`src/rtl/mux4_rr_arbiter.sv`:
```
// rtl/mux4_rr_arbiter.sv - four-requester round-robin arbiter driving a shared registered 4:1 mux
//
// Purpose:
//   Grants one of four requesters access to a shared 1-bit 4:1 mux.
//   Arbitration is round-robin: the search starts one past the most recent
//   grantee, so the most recent grantee has the lowest priority. A grantee
//   keeps the grant for at most MAX_HOLD consecutive cycles. Arbitration
//   happens only when a grant is released, so a new request never preempts
//   the current holder.
//
// Ports:
//   clk      in   1  clock; all state changes on the rising edge
//   rst      in   1  synchronous active-high reset
//   req      in   4  request vector; bit i is requester i
//   in0..in3 in   1  data of requesters 0..3
//   grant    out  4  registered one-hot grant; all zeros when idle
//   sel      out  2  registered index of the grantee; kept while idle
//   busy     out  1  registered; high while grant is non-zero
//   out      out  1  registered mux output, in[sel] from the previous cycle
//   out_vld  out  1  registered; busy delayed by one cycle, qualifies out

module mux4_rr_arbiter #(
  parameter int unsigned MAX_HOLD = 4
) (
  input  logic       clk,
  input  logic       rst,
  input  logic [3:0] req,
  input  logic       in0,
  input  logic       in1,
  input  logic       in2,
  input  logic       in3,
  output logic [3:0] grant,
  output logic [1:0] sel,
  output logic       busy,
  output logic       out,
  output logic       out_vld
);

  localparam logic [3:0] MAX_HOLD_C = 4'(MAX_HOLD);

  typedef enum logic {
    IDLE  = 1'b0,
    GRANT = 1'b1
  } state_t;

  state_t     state, state_nxt;
  logic [1:0] last, last_nxt;
  logic [1:0] sel_nxt;
  logic [1:0] win;
  logic [3:0] hold, hold_nxt;
  logic [3:0] grant_nxt;
  logic       busy_nxt;
  logic       any_req;
  logic       release_now;
  logic [3:0] data_vec;

  assign any_req  = |req;
  assign data_vec = {in3, in2, in1, in0};

  // Round-robin winner. The loop runs from the farthest candidate (last
  // itself) to the nearest (last+1), so the nearest requesting index is
  // the one that sticks. The 2-bit index sum wraps modulo 4.
  always_comb begin
    win = last + 2'd1;
    for (int k = 3; k >= 0; k--) begin
      if (req[last + 2'(k + 1)]) begin
        win = last + 2'(k + 1);
      end
    end
  end

  // A grant ends when its owner drops the request or uses up its hold budget.
  assign release_now = !req[sel] || (hold == MAX_HOLD_C);

  // State register and registered outputs.
  always_ff @(posedge clk) begin
    if (rst) begin
      state   <= IDLE;
      last    <= 2'd3;
      hold    <= 4'd0;
      grant   <= 4'd0;
      sel     <= 2'd0;
      busy    <= 1'b0;
      out     <= 1'b0;
      out_vld <= 1'b0;
    end else begin
      state   <= state_nxt;
      last    <= last_nxt;
      hold    <= hold_nxt;
      grant   <= grant_nxt;
      sel     <= sel_nxt;
      busy    <= busy_nxt;
      // The datapath uses the pre-edge sel and busy, so out and out_vld
      // trail grant by exactly one cycle.
      out     <= data_vec[sel];
      out_vld <= busy;
    end
  end

  // Next-state logic.
  always_comb begin
    state_nxt = state;
    last_nxt  = last;
    sel_nxt   = sel;
    hold_nxt  = hold;
    case (state)
      IDLE: begin
        if (any_req) begin
          state_nxt = GRANT;
          sel_nxt   = win;
          last_nxt  = win;
          hold_nxt  = 4'd1;
        end
      end
      GRANT: begin
        if (release_now) begin
          if (any_req) begin
            // If the holder is the only requester, the search wraps
            // around to it, so it is re-granted with a new hold budget.
            sel_nxt  = win;
            last_nxt = win;
            hold_nxt = 4'd1;
          end else begin
            state_nxt = IDLE;
            hold_nxt  = 4'd0;
          end
        end else begin
          hold_nxt = hold + 4'd1;
        end
      end
      default: begin
        state_nxt = IDLE;
      end
    endcase
  end

  // Output logic: the next grant and busy follow from the next state.
  always_comb begin
    grant_nxt = 4'd0;
    busy_nxt  = 1'b0;
    if (state_nxt == GRANT) begin
      grant_nxt = 4'b0001 << sel_nxt;
      busy_nxt  = 1'b1;
    end
  end

endmodule

```
`config.mk`:
```
export PLATFORM = sky130hd
export DESIGN_NAME = mux4_rr_arbiter
export DESIGN_NICKNAME = d
export VERILOG_FILES = /design/src/rtl/mux4_rr_arbiter.sv
export SDC_FILE = /design/constraint.sdc
export NUM_CORES = 1
export LEC_CHECK = 0
export CORE_UTILIZATION = 35
export DETAILED_ROUTE_END_ITERATION = 8
export PLACE_DENSITY = 0.63
export SYNTH_ARGS = -nofsm -noshare
export SYNTH_HDL_FRONTEND = slang
export SYNTH_SLANG_ARGS = --single-unit
```
`constraint.sdc`:
```
create_clock -name clk -period 2.95 [get_ports clk]
set_input_delay 0.4425 -clock clk [delete_from_list [all_inputs] [get_ports clk]]
set_output_delay 0.4425 -clock clk [all_outputs]
set_load 0.01 [all_outputs]
```
# Word-level counts from Yosys, hierarchy flattened
# Index checks and enable logic that the tools add are counted.
# totals
output_inout_bits,9
register_bits,16
# classes
eq_ne,3
bitwise_logic,2
n_shift,1
add_sub_neg,4
muxes,30
order_cmp,5
reduce_logical,4
# ops
op,n
two-way mux 2 bit,8
"< comparator 2 x 3 -> 1 bit, second input constant",5
binary-select mux 1 bit (select 2 bit),6
two-way mux 1 bit,10
two-way mux 4 bit,2
case mux 2 bit (2 select lines),2
case mux 4 bit (2 select lines),1
"adder 2 bit, second input constant",2
"adder 4 x 1 -> 4 bit, second input constant",1
"equality test 4 x 3 -> 1 bit, second input constant",1
OR reduction 4 bit,1
"<< shifter 1 x 2 -> 4 bit, first input constant",1
"adder 2 x 1 -> 2 bit, second input constant",1
"!= test 2 x 1 -> 1 bit, second input constant",1
"!= test 2 bit, second input constant",1
NOT 1 bit,2
case mux 1 bit (2 select lines),1
OR reduction 2 bit,1
zero test 1 bit,1
logical OR 1 bit,1

# Longest topological paths before layout
# Gate-level depths: netlist of the first run.
# depth
ltp_word,10
depth_mapped,7

# Worst setup path before layout of the first run
# OpenSTA, ideal clock, no wires.
# synth_path
path_type,reg2reg
start,register sel[0]
end,register grant[2]
path_stages_with_launch,6
arrival_ns,2.015
n_path_buf,1
setup_time_ns,0.103
path_slack_ns,0.831
cell_sequence,dfxtp_1 > mux4_2 > and3_4 > buf_6 > o41a_1 > a2111oi_2
# synth_between
elab_chain_len,8
word_cells_on_any_way,12
classes_between,shift (1); mux (7); bitwise (1); reduce/logical (3)
# synth_rtl
element,line_no,rtl
start: declaration,33,"output logic [1:0] sel,"
start signal: assignment,91,sel <= sel_nxt;
binary-select mux 1 bit (select 2 bit),73,assign release_now = !req[sel] || (hold == MAX_HOLD_C);
two-way mux 1 bit (not written as such),73,
zero test 1 bit,73,
logical OR 1 bit,73,
two-way mux 1 bit,116,if (release_now) begin
case mux 1 bit (2 select lines),106,case (state)
NOT 1 bit (no line),n/a,
OR reduction 2 bit (no line),n/a,
end signal: assignment,90,grant <= grant_nxt;
end: declaration,32,"output logic [3:0] grant,"
# Several ways; a longest one is shown, not always the timed one. The select of a mux whose other input is x is not followed.
# A chain may end at the register's enable or synchronous reset.

# Worst setup path after layout of the first run
# layout_path
start,input port req[3]
end,register grant[2]
# layout_between
elab_chain_len,10
word_cells_on_any_way,26
classes_between,shift (1); mux (20); bitwise (1); reduce/logical (4)
# layout_rtl
element,line_no,rtl
start: declaration,27,"input logic [3:0] req,"
binary-select mux 1 bit (select 2 bit),66,if (req[last + 2'(k + 1)]) begin
two-way mux 1 bit (not written as such),66,
two-way mux 2 bit (4 in a row),66,
two-way mux 2 bit,"108, 117",
two-way mux 2 bit,116,
case mux 2 bit (2 select lines),106,
<< shifter 1 x 2 -> 4 bit,142,grant_nxt = 4'b0001 << sel_nxt;
# Several ways; a longest one is shown, not always the timed one. The select of a mux whose other input is x is not followed.

==> impl_metrics.env, run 1 <==
export IMPL_status="complete, no violations"
export IMPL_whs_endpoint="hold[3]$_SDFFE_PP0P_"
export IMPL_max_freq_ghz=0.423
export IMPL_syn_to_final_growth_pct=30.6
export IMPL_syn_inst=79
export IMPL_vias=663
export IMPL_crit_fanout=9
export IMPL_ys_types=37
export IMPL_ys_seq_elements=15
export IMPL_worstSetupPathType="in -> reg"
export IMPL_p_int_mw=0.354
export IMPL_clock_sinks=15
export IMPL_synth_compound_area_share=0.232
export IMPL_grt_max_degree=14
export IMPL_maxSlewViolCount=0
export IMPL_hold_path_depth=2
export IMPL_core_area_um2=2000
export IMPL_drt_pass1_iterations=4
export IMPL_crit_path_start_kind="primary input"
export IMPL_layout_nets=113
export IMPL_cts_resized=0
export IMPL_r2r_cells=4
export IMPL_cap_violations=0
export IMPL_postCtsSetupBuffers=0
export IMPL_cp_arrival_ns=2.54
export IMPL_worst_pin_slew_ns=0.486
export IMPL_setup_viol=0
export IMPL_port_buffers=18
export IMPL_clockBufferDepth=2
export IMPL_min_from="hold[3]$_SDFFE_PP0P_"
export IMPL_synth_fa_ha_area_frac=0.0327
export IMPL_required_ns=3.13
export IMPL_ir_worst_vdd_uv=269
export IMPL_grt_pass1_vias=618
export IMPL_hold_slack_ns=0.498
export IMPL_yosysWarnings=0
export IMPL_cp_buffers_inverters=1
export IMPL_synth_mux_area_frac=0.0589
export IMPL_seq_power_share=0.487
export IMPL_hold_path_class="reg -> reg"
export IMPL_p_switching_mw=0.145
export IMPL_p_leak_nw=0.357
export IMPL_grt_pass1_wl_um=2920
export IMPL_drtIter0Drc=7
export IMPL_reg2reg_from="sel[0]$_SDFF_PP0_"
export IMPL_drive_gt1_frac=0.120
export IMPL_slowest_stage="mux4_2"
export IMPL_std_cell_rows=16
export IMPL_synth_nets=91
export IMPL_period_needed_ns=2.36
export IMPL_avgRoutedWirePerCell_um=12.6
export IMPL_io_pins=19
export IMPL_via_per_inst=5.22
export IMPL_r2r_slack_ns=0.79
export IMPL_clk_pin_slew_worst_paths_ns=0.09
export IMPL_dp_hpwl_um=1250
export IMPL_sw_frac_of_total=0.290
export IMPL_r2r_end="grant[2]$_SDFF_PP0_"
export IMPL_drt_total_wl_um=1600
export IMPL_grt_overflow=0
export IMPL_finalSetupTns_ns=0
export IMPL_cpPeakStageDelay_ns=0.56
export IMPL_cts_root_buf="clkbuf_4"
export IMPL_combPwrFrac=0.281
export IMPL_crit_family="compound AO/OA/AOI/OAI gates"
export IMPL_die_area_um2=2380
export IMPL_syn_avg_cell_area_um2=9.68
export IMPL_clkPwrFrac=0.232
export IMPL_cts_tree="built"
export IMPL_start_util=0.382
export IMPL_endpoint_kind="flip-flop"
export IMPL_path_depth=5
export IMPL_grt_setup_unrepaired="false"
export IMPL_fp_dieH_um=48.7
export IMPL_hold_viol=0
export IMPL_synth_top_family_by_area="compound AO/OA/AOI/OAI gates"
export IMPL_cts_buffers=3
export IMPL_ant_nets=0
export IMPL_ctsHoldBuffers=0
export IMPL_grt_usage=0.160
export IMPL_drc_errors=0
export IMPL_h_tree_depth=1
export IMPL_skew_ns=0.00877
export IMPL_yosysSeqAreaShare=0.393
export IMPL_place_gp_congestion=0.776
export IMPL_fin_crit_sh=0.801
export IMPL_synth_xor_area_share=0.0115
export IMPL_p_per_area_nw_per_um2=500
export IMPL_slew_headroom=0.675
export IMPL_clock_latency_ns=0.28
export IMPL_cp_cell_sequence="clkdlybuf4s50_1 -> mux4_2 -> and3_4 -> o41a_1 -> a2111oi_2"
export IMPL_yosys_area_share_simple=0.232
export IMPL_die_w_um=48.7
export IMPL_antenna_found_initial=0
export IMPL_n_antenna_cell=0
export IMPL_synthesis_area_um2=764
[cell usage after synthesis]
library cell	n	area [um2]
or2b_1	2	15.0
and4_1	2	17.5
buf_6	1	11.3
a211o_1	1	8.76
xnor2_1	1	8.76
nor2_1	4	15.0
nor4_1	2	12.5
o41a_1	1	11.3
nand2b_1	2	12.5
nand4_1	1	6.26
inv_1	4	15.0
o41ai_1	1	8.76
dfxtp_1	15	300
ha_1	2	25.0
clkbuf_1	1	3.75
o21ai_0	3	15.0
a2111oi_1	1	10.0
o21bai_1	3	22.5
and3_4	1	11.3
or2_2	1	6.26
nand2_1	5	18.8
nor2b_1	3	18.8
a21oi_1	6	30.0
a31oi_1	1	6.26
a22oi_1	1	7.51
a2111oi_2	1	15.0
o2bb2ai_1	1	8.76
nand3_1	1	5.00
a32o_1	1	10.0
nand4b_1	1	8.76
a211oi_1	1	7.51
nand3b_1	2	15.0
mux4_2	2	45.0
and2_1	1	6.26
a31o_2	1	8.76
or4_2	1	8.76
a21boi_0	1	7.51
[layer usage]
metal / vias up / wire [um] / GRT usage
met5: - / 0 / 0
met4: 0 / 13 / 0.0588
met3: 2 / 56 / 0.0409
met2: 15 / 732 / 0.243
met1: 304 / 799 / 0.218
li1: 342 / - / -
[layout make-up]
| type | count | area (um2) |
|---|---|---|
| clock buffers | 3 | 22.5 |
| repair buffers | 19 | 188 |
| well taps | 27 | 33.8 |
| inverters | 4 | 15.0 |
| flip-flops and latches | 15 | 300 |
| fillers | 204 | 1000 |
| clock inverters | 1 | 5.00 |
| multi-input cells | 58 | 434 |
[tightest hold or removal path, delay by kind of cell, from the launching register on]
| family | cells | cell delay (ns) |
|---|---|---|
| compound gates | 1 | 0.06 |
| flops | 1 | 0.34 |
| simple gates | 1 | 0.06 |
[state kept, by name (all words and copies together), names as in the netlist]
name and flops:
hold 4, out_vld 1, last 2, sel 2, grant 4, out 1, busy 1
[layout by cell type (no fill, tap or decap), drive strengths merged, types with 2 or more instances in the layout]
cell type      synthesis  routed
a2111oi                2       2
a21oi                  6       6
and4                   2       2
clkbuf                 1       3
clkdlybuf4s50          0      18
dfxtp                 15      15
ha                     2       2
inv                    4       4
mux4                   2       2
nand2                  5       5
nand2b                 2       2
nand3b                 2       2
nor2                   4       4
nor2b                  3       3
nor4                   2       2
o21ai                  3       3
o21bai                 3       3
or2b                   2       2
[worst max-delay path by stage]
stage,from,endpoint,slack [ns]
after floorplan,sel[0]$_SDFF_PP0_,grant[2]$_SDFF_PP0_,0.83
after global placement,req[3],grant[2]$_SDFF_PP0_,0.31
after detailed placement,req[3],grant[2]$_SDFF_PP0_,0.29
after CTS,req[3],grant[2]$_SDFF_PP0_,0.59
after global routing,req[3],grant[3]$_SDFF_PP0_,0.45
final,req[3],grant[2]$_SDFF_PP0_,0.59
[metrics by stage]
| stage | cell area [um2] | setup slack, ns | utilization | std cells | total power, mW |
|---|---|---|---|---|---|
| final | 998 | 0.586 | 0.499 | 127 | 0.499 |
| after global routing | 998 | 0.447 | 0.499 | 127 | 0.534 |
| after floorplan | 764 | 0.831 | - | 79 | 0.330 |
| after detailed placement | 971 | 0.293 | 0.485 | 123 | 0.389 |
| after global placement | 971 | 0.309 | 0.485 | 123 | 0.388 |
| after CTS | 998 | 0.587 | 0.499 | 127 | 0.508 |
[cells by family (layout without fill, tap and decap cells)]
logic type / after synthesis / in the layout
compound gates: 24 / 24
flops: 15 / 15
xor+xnor: 1 / 1
buf+inv: 6 / 27
mux: 2 / 2
fa+ha+maj: 2 / 2
simple gates: 29 / 29
[power by group through the flow]
stage / logic (mW) / registers [mW] / clock network, mW
after floorplan: 0.0791 / 0.250 / 0
after global placement: 0.140 / 0.249 / 0
after detailed placement: 0.141 / 0.249 / 0
after CTS: 0.142 / 0.244 / 0.123
after global routing: 0.155 / 0.248 / 0.131
final: 0.140 / 0.243 / 0.116
Note: power is estimated with default switching activity, not from simulation.
==> run 2: changes to the inputs <==
--- a/config.mk
+++ b/config.mk
@@ -7,7 +7,7 @@
 export LEC_CHECK = 0
 export CORE_UTILIZATION = 35
 export DETAILED_ROUTE_END_ITERATION = 8
-export PLACE_DENSITY = 0.63
+export PLACE_DENSITY = 0.65
 export SYNTH_ARGS = -nofsm -noshare
 export SYNTH_HDL_FRONTEND = slang
 export SYNTH_SLANG_ARGS = --single-unit
==> constraint.sdc (replaced) <==
create_clock -name clk -period 2 [get_ports clk]
set_input_delay 0.3 -clock clk [delete_from_list [all_inputs] [get_ports clk]]
set_output_delay 0.3 -clock clk [all_outputs]
set_load 0.01 [all_outputs]
==> run 2 against run 1 <==
- flip-flop and latch count unchanged
- cell count up 8.7%
- register-to-register slack worse by 0.71 ns
- routed wire length up 13%
- clock skew down 0.0049 ns
- clock-buffer cell count up 1
- sequential share of layout area down 2.3 points
- die area unchanged
- setup slack worse by 0.54 ns
- clock power up 51%
- critical endpoint is now grant[0]$_SDFF_PP0_
==> impl_metrics.env, run 2 (synthesis gave the netlist of run 1 again) <==
export IMPL_fp_dieH_um=48.7
export IMPL_cpPeakStageDelay_ns=0.50
export IMPL_grt_overflow=0
export IMPL_p_leak_nw=0.413
export IMPL_die_area_um2=2380
export IMPL_drt_total_wl_um=1810
export IMPL_clock_sinks=15
export IMPL_crit_path_start_kind="primary input"
export IMPL_grt_usage=0.168
export IMPL_cp_endpoint="grant[0]$_SDFF_PP0_"
export IMPL_slowest_stage="mux4_2"
export IMPL_slew_headroom=0.686
export IMPL_grt_max_degree=9
export IMPL_core_area_um2=2000
export IMPL_grt_pass1_vias=698
export IMPL_grt_setup_unrepaired="true"
export IMPL_drive_gt1_frac=0.225
export IMPL_dp_hpwl_um=1350
export IMPL_mostFrequentLayoutCells="18 x clkdlybuf4s50_1, 14 x dfxtp_1, 12 x buf_4"
export IMPL_avgRoutedWirePerCell_um=13.1
export IMPL_placed_area_um2=1060
export IMPL_hold_slack_ns=0.491
export IMPL_period_needed_ns=1.96
export IMPL_hold_viol=0
export IMPL_maxSlewViolCount=0
export IMPL_h_tree_depth=1
export IMPL_worst_pin_slew_ns=0.468
export IMPL_cts_buffers=3
export IMPL_start_util=0.382
export IMPL_postCtsSetupBuffers=0
export IMPL_worstSetupPathType="in -> reg"
export IMPL_r2r_cells=5
export IMPL_reg2reg_from="sel[0]$_SDFF_PP0_"
export IMPL_cp_arrival_ns=2.14
export IMPL_endpoint_kind="flip-flop"
export IMPL_cts_root_buf="clkbuf_4"
export IMPL_min_from="hold[3]$_SDFFE_PP0P_"
export IMPL_n_antenna_cell=0
export IMPL_clk_pin_slew_worst_paths_ns=0.09
export IMPL_via_per_inst=5.37
export IMPL_crit_fanout=4
export IMPL_clock_latency_ns=0.28
export IMPL_place_gp_congestion=0.866
export IMPL_fin_crit_sh=0.979
export IMPL_layout_commonest_cell="clkdlybuf4s50_1"
export IMPL_antenna_found_initial=0
export IMPL_hold_path_class="reg -> reg"
export IMPL_ant_nets=0
export IMPL_finalSetupTns_ns=0
export IMPL_r2r_end="grant[0]$_SDFF_PP0_"
export IMPL_io_pins=19
export IMPL_status="complete, no violations"
export IMPL_port_buffers=18
export IMPL_vias=741
export IMPL_layout_nets=124
export IMPL_skew_ns=0.00382
export IMPL_drc_errors=0
export IMPL_cp_cell_sequence="clkdlybuf4s50_1 -> mux4_2 -> a31o_2 -> a211o_1 -> buf_4 -> and4_1"
export IMPL_cts_tree="built"
export IMPL_grt_pass1_wl_um=3050
export IMPL_n_fill_cell=172
export IMPL_cap_violations=0
export IMPL_r2r_slack_ns=0.08
export IMPL_max_freq_ghz=0.511
export IMPL_cts_resized=0
export IMPL_ir_worst_vdd_uv=363
export IMPL_clockBufferDepth=2
export IMPL_largestRegisters="grant x4, hold x4"
export IMPL_setup_viol=0
export IMPL_p_per_area_nw_per_um2=716
export IMPL_drt_pass1_iterations=4
export IMPL_drtIter0Drc=15
export IMPL_startpoint="req[0]"
export IMPL_required_ns=2.18
export IMPL_syn_to_final_growth_pct=43.4
export IMPL_die_w_um=48.7
export IMPL_ctsHoldBuffers=0
export IMPL_std_cell_rows=16
export IMPL_post_route_util=0.548
export IMPL_final_area_um2=1100
## run 2: cell types whose count changed in the layout (fill, tap and decap cells not counted)
cell	before	now
buf_4	1	12
dfxtp_1	15	14
clkinv_2	1	0
a2111oi_2	1	2
o41ai_1	1	0
o41ai_2	0	1
clkbuf_1	0	1
a2111oi_1	1	0
dfxtp_4	0	1
## run 2: cell type report
class,instances,area [um2],share of cell area
flip-flops and latches,15,304,0.277
inverters,4,15.0,0.0137
clock buffers,4,26.3,0.0240
multi-input cells,58,447,0.408
repair buffers,30,270,0.247
well taps,27,33.8,0.0308
## run 2: metal layers
layer,global-route usage,routed length (um)
met1,0.204,883
met2,0.287,853
met3,0.0314,72
met4,0.0735,0
met5,0,0
## run 2: worst min-delay path by stage
stage                           endpoint  slack, ns  cells after the start
CTS                 hold[3]$_SDFFE_PP0P_       0.49                      2
finish              hold[3]$_SDFFE_PP0P_       0.49                      2
global route        hold[3]$_SDFFE_PP0P_       0.52                      2
floorplan            grant[2]$_SDFF_PP0_       0.37                      1
detailed placement  hold[3]$_SDFFE_PP0P_       0.48                      2
global placement    hold[3]$_SDFFE_PP0P_       0.47                      2
## run 2: critical path, delay by kind of cell
kind,cells,cell delay [ns]
muxes,1,0.50
buffers and inverters,2,0.61
and+or+nand+nor,1,0.14
AOI/OAI and AO/OA,2,0.59
## run 2: per-stage QoR
stage / instances / setup WS [ns] / power [mW]
5_1_grt: 138 / 0.00517 / 0.836
3_5_place_dp: 134 / -0.286 / 0.607
2_1_floorplan: 79 / 0.0727 / 0.487
6_report: 138 / 0.0420 / 0.785
3_3_place_gp: 134 / -0.268 / 0.605
4_1_cts: 138 / 0.00489 / 0.782
## run 2: power by group
part	internal (mW)	leakage, nW	switching [mW]
clock network	0.0774	0.0150	0.0977
logic	0.148	0.274	0.105
registers	0.331	0.124	0.0270
total	0.556	0.413	0.229
==> run 3: changes to the inputs <==
--- a/config.mk
+++ b/config.mk
@@ -5,9 +5,11 @@
 export SDC_FILE = /design/constraint.sdc
 export NUM_CORES = 1
 export LEC_CHECK = 0
-export CORE_UTILIZATION = 35
+export CELL_PAD_IN_SITES_DETAIL_PLACEMENT = 1
+export CELL_PAD_IN_SITES_GLOBAL_PLACEMENT = 1
+export CORE_UTILIZATION = 32
 export DETAILED_ROUTE_END_ITERATION = 8
-export PLACE_DENSITY = 0.65
+export PLACE_DENSITY = 0.76
 export SYNTH_ARGS = -nofsm -noshare
 export SYNTH_HDL_FRONTEND = slang
 export SYNTH_SLANG_ARGS = --single-unit
==> run 3 against run 2 <==
- global-route usage up 3.2 points
- sequential power about the same
- clock power about the same
- setup slack worse by 0.031 ns
- final area up 8.0%
- cell count up 5.8%
- critical path depth down 1
- largest cell class unchanged
- largest power group unchanged
==> impl_metrics.env, run 3 (synthesis gave the netlist of run 1 again) <==
export IMPL_status="complete, no violations"
export IMPL_via_per_inst=5.34
export IMPL_min_from="hold[3]$_SDFFE_PP0P_"
export IMPL_antenna_found_initial=0
export IMPL_r2r_end="grant[2]$_SDFF_PP0_"
export IMPL_final_area_um2=1180
export IMPL_drtIter0Drc=10
export IMPL_io_pins=19
export IMPL_clkPwrFrac=0.208
export IMPL_skew_ns=0.00137
export IMPL_slowest_stage="mux4_2"
export IMPL_largestRegisters="grant x4, hold x4"
export IMPL_cp_endpoint="grant[2]$_SDFF_PP0_"
export IMPL_ant_nets=0
export IMPL_place_gp_congestion=0.731
export IMPL_hold_slack_ns=0.505
export IMPL_p_switching_mw=0.250
export IMPL_placed_area_um2=1080
export IMPL_r2r_cells=4
export IMPL_cp_buffers_inverters=1
export IMPL_crit_family="compound AO/OA/AOI/OAI gates"
export IMPL_start_util=0.342
export IMPL_clock_latency_ns=0.29
export IMPL_drive_gt1_frac=0.280
export IMPL_startpoint="req[0]"
export IMPL_grt_usage=0.200
export IMPL_hold_path_class="reg -> reg"
export IMPL_dp_slack_ns=-0.330
export IMPL_maxSlewViolCount=0
export IMPL_drt_total_wl_um=2370
export IMPL_layout_nets=131
export IMPL_clock_sinks=15
export IMPL_dp_hpwl_um=1750
export IMPL_n_fill_cell=258
export IMPL_fin_crit_sh=0.994
export IMPL_crit_fanout=3
export IMPL_cts_root_buf="clkbuf_4"
export IMPL_sw_frac_of_total=0.298
export IMPL_max_freq_ghz=0.503
export IMPL_clk_pin_slew_worst_paths_ns=0.08
export IMPL_combPwrFrac=0.367
export IMPL_reg2reg_from="sel[0]$_SDFF_PP0_"
export IMPL_r2r_slack_ns=0.05
export IMPL_layout_commonest_cell="buf_4"
export IMPL_p_total_mw=0.839
export IMPL_h_tree_depth=1
export IMPL_drc_errors=0
export IMPL_grt_pass1_wl_um=3760
export IMPL_crit_path_start_kind="primary input"
export IMPL_hold_viol=0
export IMPL_seq_power_share=0.425
export IMPL_clockBufferDepth=2
export IMPL_grt_max_degree=9
export IMPL_fp_dieH_um=50.9
export IMPL_grt_pass1_vias=798
export IMPL_cp_cell_sequence="clkdlybuf4s50_1 -> mux4_2 -> and3_4 -> o41a_1 -> a2111oi_4"
export IMPL_cap_violations=0
export IMPL_syn_to_final_growth_pct=54.8
export IMPL_path_depth=5
export IMPL_vias=779
export IMPL_setup_ws_ns=0.0113
export IMPL_required_ns=2.19
export IMPL_drt_pass1_iterations=4
export IMPL_worst_pin_slew_ns=0.354
export IMPL_setup_viol=0
export IMPL_slew_headroom=0.762
export IMPL_endpoint_kind="flip-flop"
export IMPL_p_leak_nw=0.469
export IMPL_cts_buffers=3
export IMPL_cts_tree="built"
export IMPL_cp_arrival_ns=2.18
export IMPL_port_buffers=18
export IMPL_core_area_um2=2230
export IMPL_mostFrequentLayoutCells="19 x buf_4, 16 x clkdlybuf4s50_1, 14 x dfxtp_1"
export IMPL_p_int_mw=0.589
export IMPL_die_w_um=50.9
export IMPL_n_antenna_cell=0
export IMPL_worstSetupPathType="in -> reg"
export IMPL_die_area_um2=2590
export IMPL_ir_worst_vdd_uv=413
export IMPL_cpPeakStageDelay_ns=0.51
export IMPL_std_cell_rows=17
export IMPL_p_per_area_nw_per_um2=709
export IMPL_avgRoutedWirePerCell_um=16.2
export IMPL_period_needed_ns=1.99
export IMPL_grt_overflow=0
[run 3: cell types whose count changed in the layout (fill, tap and decap cells not counted), sizes merged]
cell	change
buf	+7
clkdlybuf4s50	-2
dlymetal6s2s	+2
[run 3: power by group through the flow]
| stage | registers [mW] | logic (mW) | clock network, mW |
|---|---|---|---|
| final | 0.356 | 0.308 | 0.175 |
| after global routing | 0.360 | 0.331 | 0.197 |
| after CTS | 0.357 | 0.287 | 0.182 |
| after detailed placement | 0.364 | 0.267 | 0 |
| after global placement | 0.362 | 0.258 | 0 |
| after floorplan | 0.370 | 0.117 | 0 |
[run 3: worst min path at each step]
stage	endpoint	slack, ns	depth (start not counted)
6_report	hold[3]$_SDFFE_PP0P_	0.51	2
5_1_grt	hold[3]$_SDFFE_PP0P_	0.56	2
4_1_cts	hold[3]$_SDFFE_PP0P_	0.51	2
3_5_place_dp	hold[3]$_SDFFE_PP0P_	0.49	2
3_3_place_gp	hold[3]$_SDFFE_PP0P_	0.47	2
2_1_floorplan	grant[2]$_SDFF_PP0_	0.37	1
[run 3: layer usage]
| metal | GRT usage | part of all wire |
|---|---|---|
| met1 | 0.208 | 0.42 |
| met2 | 0.396 | 0.55 |
| met3 | 0.0536 | 0.022 |
| met4 | 0.0417 | 0.0059 |
| met5 | 0 | 0 |
[run 3: stage by stage]
stage | setup TNS [ns] | cells | utilization
6_report | 0 | 146 | 0.530
5_1_grt | -0.0177 | 146 | 0.530
4_1_cts | 0 | 143 | 0.509
3_5_place_dp | -2.02 | 138 | 0.484
3_3_place_gp | -1.58 | 138 | 0.484
2_1_floorplan | 0 | 79 | -
[run 3: final cells by class]
type / count / area (um2) / area share
Multi-Input combinational cell: 58 / 475 / 0.402
Timing Repair Buffer: 37 / 328 / 0.277
Sequential cell: 15 / 304 / 0.257
Tap cell: 28 / 35.0 / 0.0296
Clock buffer: 4 / 26.3 / 0.0222
Inverter: 4 / 15.0 / 0.0127
[run 3: timing repair]
item | CTS | global route
pin swaps | 1 | 4
gates resized for setup | 3 | 5
hold buffers | 0 | 0
buffers inserted | 1 | 3
endpoints found under the setup margin | 3 | 4
[run 3: tightest hold or removal path: cells and delay by family (launching register included)]
family / cells / cell delay, ns
DFF: 1 / 0.34
and+or+nand+nor: 1 / 0.06
AOI/OAI and AO/OA: 1 / 0.06
